==> config.mk <==
export PLATFORM = sky130hd
export DESIGN_NAME = stall_scoreboard
export DESIGN_NICKNAME = d
export VERILOG_FILES = /design/src/rtl/stall_scoreboard.sv
export SDC_FILE = /design/constraint.sdc
export NUM_CORES = 1
export LEC_CHECK = 0
export ABC_CLOCK_PERIOD_IN_PS = 1600
export BUFFER_PORTS_ARGS = -buffer_cell sky130_fd_sc_hd__buf_4
export CAP_MARGIN = 20
export CORE_MARGIN = 1.5
export CORE_UTILIZATION = 44
export CTS_BUF_LIST = sky130_fd_sc_hd__clkbuf_8 sky130_fd_sc_hd__clkbuf_16
export DETAILED_ROUTE_END_ITERATION = 7
export GPL_ROUTABILITY_DRIVEN = 0
export GPL_TIMING_DRIVEN = 0
export PLACE_DENSITY = 0.74
export REMOVE_ABC_BUFFERS = 1
export SLEW_MARGIN = 20
export SYNTH_ARGS = -nofsm -noshare
export SYNTH_HDL_FRONTEND = slang
export SYNTH_SLANG_ARGS = --single-unit
==> constraint.sdc <==
create_clock -name clk_i -period 1.6 [get_ports clk_i]
set_clock_uncertainty 0.15 [all_clocks]
set_input_delay 0.16 -clock clk_i [delete_from_list [all_inputs] [get_ports clk_i]]
set_output_delay 0.16 -clock clk_i [all_outputs]
set_load 0.05 [all_outputs]
==> src/rtl/stall_scoreboard.sv <==
// Decode-stage stall and mult/div scoreboard: load-use and multdiv hazard detection with one in-flight multdiv.
// Optional sticky stall watchdog is enabled by defining STALL_WATCHDOG_EN.
module stall_scoreboard #(
  parameter int REG_W    = 5,
  parameter int NUM_REGS = 2**REG_W,
  parameter int WD_LIMIT = 64
) (
  input  logic                clk_i,
  input  logic                rst_ni,
  input  logic                d_valid_i,
  input  logic [REG_W-1:0]    d_rs_i,
  input  logic [REG_W-1:0]    d_rt_i,
  input  logic                d_rs_used_i,
  input  logic                d_rt_used_i,
  input  logic [REG_W-1:0]    d_wr_i,
  input  logic                d_wr_used_i,
  input  logic                d_is_md_i,
  input  logic                x_valid_i,
  input  logic                x_is_load_i,
  input  logic [REG_W-1:0]    x_rd_i,
  input  logic                md_done_i,
  input  logic                flush_i,
  output logic                stall_o,
  output logic                md_issue_o,
  output logic                md_busy_o,
  output logic [REG_W-1:0]    md_rd_o,
`ifdef STALL_WATCHDOG_EN
  output logic                wd_err_o,
`endif
  output logic [NUM_REGS-1:0] busy_vec_o
);

  typedef enum logic {
    MD_IDLE = 1'b0,
    MD_BUSY = 1'b1
  } md_state_e;

  md_state_e           state_q, state_d;
  logic [REG_W-1:0]    md_rd_q, md_rd_d;
  logic [NUM_REGS-1:0] busy_vec_q, busy_vec_d;

  logic load_hz, md_pend, md_raw, md_waw, md_hz, stall, md_issue;

  assign load_hz = x_valid_i & x_is_load_i & (x_rd_i != '0) &
                   ((d_rs_used_i & (d_rs_i == x_rd_i)) | (d_rt_used_i & (d_rt_i == x_rd_i)));

  // A multdiv finishing this cycle is bypassable, so it no longer blocks decode.
  assign md_pend = (state_q == MD_BUSY) & ~md_done_i;
  assign md_raw  = (md_rd_q != '0) &
                   ((d_rs_used_i & (d_rs_i == md_rd_q)) | (d_rt_used_i & (d_rt_i == md_rd_q)));
  assign md_waw  = (md_rd_q != '0) & d_wr_used_i & (d_wr_i == md_rd_q);
  assign md_hz   = md_pend & (md_raw | md_waw | d_is_md_i);

  assign stall    = d_valid_i & ~flush_i & (load_hz | md_hz);
  assign md_issue = d_valid_i & d_is_md_i & ~stall & ~flush_i;

  always_comb begin
    state_d    = state_q;
    md_rd_d    = md_rd_q;
    busy_vec_d = busy_vec_q;
    if (flush_i) begin
      state_d    = MD_IDLE;
      md_rd_d    = '0;
      busy_vec_d = '0;
    end else begin
      if (state_q == MD_BUSY && md_done_i) begin
        state_d = MD_IDLE;
        if (32'(md_rd_q) < NUM_REGS) busy_vec_d[md_rd_q] = 1'b0;
      end
      // Applied after the retire so a back-to-back issue to the same register keeps its bit.
      if (md_issue) begin
        state_d = MD_BUSY;
        md_rd_d = d_wr_i;
        if (d_wr_used_i && d_wr_i != '0 && 32'(d_wr_i) < NUM_REGS) busy_vec_d[d_wr_i] = 1'b1;
      end
    end
  end

  always_ff @(posedge clk_i or negedge rst_ni) begin
    if (!rst_ni) begin
      state_q    <= MD_IDLE;
      md_rd_q    <= '0;
      busy_vec_q <= '0;
    end else begin
      state_q    <= state_d;
      md_rd_q    <= md_rd_d;
      busy_vec_q <= busy_vec_d;
    end
  end

`ifdef STALL_WATCHDOG_EN
  localparam int WD_W = $clog2(WD_LIMIT + 1);

  logic [WD_W-1:0] wd_cnt_q, wd_cnt_d;
  logic            wd_err_q, wd_err_d;

  // Flush already forces stall low, so it clears the count through the same path.
  always_comb begin
    wd_cnt_d = '0;
    if (stall) begin
      wd_cnt_d = wd_cnt_q;
      if (wd_cnt_q != WD_W'(WD_LIMIT)) wd_cnt_d = wd_cnt_q + 1'b1;
    end
    wd_err_d = wd_err_q | (wd_cnt_d == WD_W'(WD_LIMIT));
  end

  always_ff @(posedge clk_i or negedge rst_ni) begin
    if (!rst_ni) begin
      wd_cnt_q <= '0;
      wd_err_q <= 1'b0;
    end else begin
      wd_cnt_q <= wd_cnt_d;
      wd_err_q <= wd_err_d;
    end
  end

  assign wd_err_o = wd_err_q;
`endif

  assign stall_o    = stall;
  assign md_issue_o = md_issue;
  assign md_busy_o  = (state_q == MD_BUSY);
  assign md_rd_o    = md_rd_q;
  assign busy_vec_o = busy_vec_q;

endmodule

==> impl_metrics.tcl <==
set metrics [dict create \
    status "complete, but fails checks" \
    failed_checks "negative setup slack" \
    timing.fmax_ghz 0.4763 \
    number_of_antenna_violations_at_the_first_check_in_global_routing 0 \
    power_switching_mw 0.6114 \
    largest_net_degree_at_the_start_of_global_routing 41 \
    gr-usage-all-layers_pct 26.03 \
    clock_power_share_pct 32.8 \
    drt_pass1_iterations 4 \
    grt_pass1_vias 2133 \
    post_route_cells_drive_above_1_share_pct 40.71 \
    yosys_warnings 0 \
    period_minus_slack_ns 2.100 \
    cts-buffers-inserted 5 \
    worst_skew_pair.late_latency_ns 0.29 \
    drc 0 \
    post_synth_main_area_contributors "dfrtp_1 44%, o21ai_0 11%, xnor2_1 5.2%" \
    dp_hpwl_mm 4.458 \
    combinational_fraction_of_design_power_pct 20.1 \
    critPathMaxFanout 6 \
    clock_path_buffers 2 \
    cts_tree "built" \
    p_seq_share_pct 47.2 \
    final.period_utilization_pct 131.2 \
    synth_cells 249 \
    arrival_ns 1.79 \
    rr_worst_depth 5 \
    fin_total_pwr_mw 2.104 \
    min_delay_worst_endpoint "md_rd_o[0]$_DFFE_PN0P_" \
    clock_transition_at_path_regs_ns 0.08 \
    initialDrtViolationCount 135 \
    i_o_pin_count 71 \
    internal_power_mw 1.493 \
    path_class_of_the_lowest_slack_min_delay_path "in -> reg" \
    vdd.ir_drop.worst_mv 0.3853 \
    chipHeight_um 73.22 \
    die_width_um 73.22 \
    dp_slack_ns -0.7057 \
    worst-r2r-setup-slack_ns -0.09 \
    layout.nets 369 \
    core_area_um2 4723 \
    finalMaxSlewViolations 0 \
    synth_top_cell_area_share_pct 43.83 \
    route.antenna.remaining_nets 0 \
    post-route-worst-setup-slack_ns -0.4996 \
    yosys.area.top_type "dfrtp_1" \
    setup-violations-final 37 \
    max_slew_margin_pct 67.60 \
    post_synthesis_sequential_element_count 38 \
    synth.distinct_cells 30 \
    placement.io_buffers 70 \
    cp-start-kind "register" \
    post_synth.cell_area_avg_um2 8.713 \
    power_dens_cells_nw_per_um2 652.1 \
    netlist_area_um2 2170 \
    antenna_cells 0 \
    grt_overflow 0 \
    avgRoutedWirePerCell_um 16.95 \
    endpoint_kind "primary output" \
    cts.sinks 38 \
    critical_path_required_ns 1.29 \
    switching_share_pct 29.06 \
    setup_repair_after_global_routing_missed_its_margin "true" \
    power_leakage_nw 1.437 \
    critical_path.reg2reg.startpoint "md_busy_o$_DFFE_PN0P_" \
    final-hold-violation-count 0 \
    routed_wirelength_mm 6.880 \
    tightestPinTransition_ns 0.4860 \
    setup.worst_path.class "reg -> out" \
    worst_hold_path.num_cells 3 \
    hold_start "d_wr_i[0]" \
    r2r-end "busy_vec_o[28]$_DFF_PN0_" \
    row_count 25 \
    drv.max_cap_violation_count 0 \
    cts.htree.levels 2 \
    clk_root_buffer_cell "clkbuf_8" \
    vias_per_cell 5.682 \
    area_delta_synth_final_pct 48.73 \
    grt_pass1_wl_mm 10.54 \
    route.vias.total 2307 \
    die_ar_um2 5361 \
    seq_total_area_yosys_pct 43.83 \
    floorplan.initialDensity_pct 45.93 \
]
critical path, cell delays in order (launching register included):
cell and delay (ns):
dfrtp_2 0.46, buf_4 0.16, xor2_1 0.15, nor4_1 0.19, a31oi_1 0.13, nand3_1 0.11, a22o_1 0.14, buf_6 0.16
cell families after synthesis:
kind of cell    count (synthesis)  synth area share (%)
xor+xnor                       25                 10.09
flops                          38                 43.83
simple gates                   98                 24.16
compound gates                 67                 18.28
buf+inv                        21                 3.633
registers in the layout (all words and copies together) (netlist names):
signal	flops
md_rd_o	5
busy_vec_o	32
md_busy_o	1
stage by stage:
stage	util, %	std cells	TNS, ns	hold slack, ns	cell area [um^2]
global route	68.32	406	-6.041	0.01425	3227
global placement	58.12	377	-18.80	0.0005528	2745
detailed placement	58.12	377	-19.51	0.001174	2745
CTS	64.93	403	-3.788	0.01097	3067
finish	68.32	406	-3.964	0.02690	3227
floorplan	-	240	-8.151	-0.2856	2136
power groups by stage:
stage	Sequential (mW)	Combinational [mW]	Clock (mW)
4_1_cts	0.992	0.378	0.693
3_5_place_dp	1.02	0.323	0
3_3_place_gp	1.02	0.321	0
2_1_floorplan	1.05	0.127	0
5_1_grt	0.993	0.452	0.735
6_report	0.992	0.422	0.690
routing by layer:
metal	track usage, %	routed length [um]	vias up
li1	-	-	1058
met1	35.44	2840	1119
met2	40.91	3453	114
met3	5.801	456	16
met4	8.805	130	0
met5	0	0	-
synthesized netlist by cell type, drive strengths merged:
| cell type | instances |
|---|---|
| or3 | 2 |
| o22ai | 1 |
| o211ai | 4 |
| nor2 | 9 |
| a2111o | 1 |
| a21oi | 3 |
| nand4 | 3 |
| a211oi | 1 |
| o21ba | 1 |
| a22o | 1 |
| nand2 | 26 |
| o21ai | 47 |
| o32ai | 5 |
| nand2b | 2 |
| nand3 | 10 |
| nor3 | 7 |
| xnor2 | 13 |
| nor2b | 18 |
| nor4 | 3 |
| and3 | 2 |
| o22a | 1 |
| clkbuf | 9 |
| inv | 12 |
| o2111ai | 1 |
| xor2 | 12 |
| nand3b | 15 |
| or4 | 1 |
| dfrtp | 38 |
| a31oi | 1 |
cells in the final DEF, fill, tap and decap left out, drive strengths merged, types with 4 or more instances in the layout:
cell type and count:
o21ai 47, clkbuf 6, nand3b 15, nor2 9, inv 13, nand2 26, xnor2 13, o211ai 4
nor3 7, nand3 10, dfrtp 38, o32ai 5, xor2 12, nor2b 18, buf 89
what timing repair did:
action                                  4_1_cts  5_1_grt
resized for setup                            32       61
setup buffers                                16        3
pin swaps                                    12       10
endpoints found under the hold margin        39        0
endpoints found under the setup margin       38       38
hold buffers                                  2        0
worst max-delay path by stage:
| stage | from | end | slack, ns | cells after the start |
|---|---|---|---|---|
| 2_1_floorplan | md_rd_o[3]$_DFFE_PN0P_ | stall_o | -0.51 | 5 |
| 3_3_place_gp | x_rd_i[1] | md_rd_o[4]$_DFFE_PN0P_ | -0.67 | 6 |
| 3_5_place_dp | x_rd_i[1] | md_rd_o[4]$_DFFE_PN0P_ | -0.71 | 6 |
| 4_1_cts | md_rd_o[3]$_DFFE_PN0P_ | stall_o | -0.49 | 6 |
| 5_1_grt | md_rd_o[2]$_DFFE_PN0P_ | stall_o | -0.53 | 7 |
| 6_report | md_rd_o[2]$_DFFE_PN0P_ | stall_o | -0.50 | 7 |
area by class of cell:
cell class                 count  area, um^2
sequential                    38       957.2
fill                         375        1496
inverter                      12       47.55
clock inverter                 2       8.758
clock buffer                   6       82.58
multi-input combinational    190        1321
tap                           67       83.83
timing repair buffer          91       725.7
No activity file was read; power rests on OpenSTA's default activity.
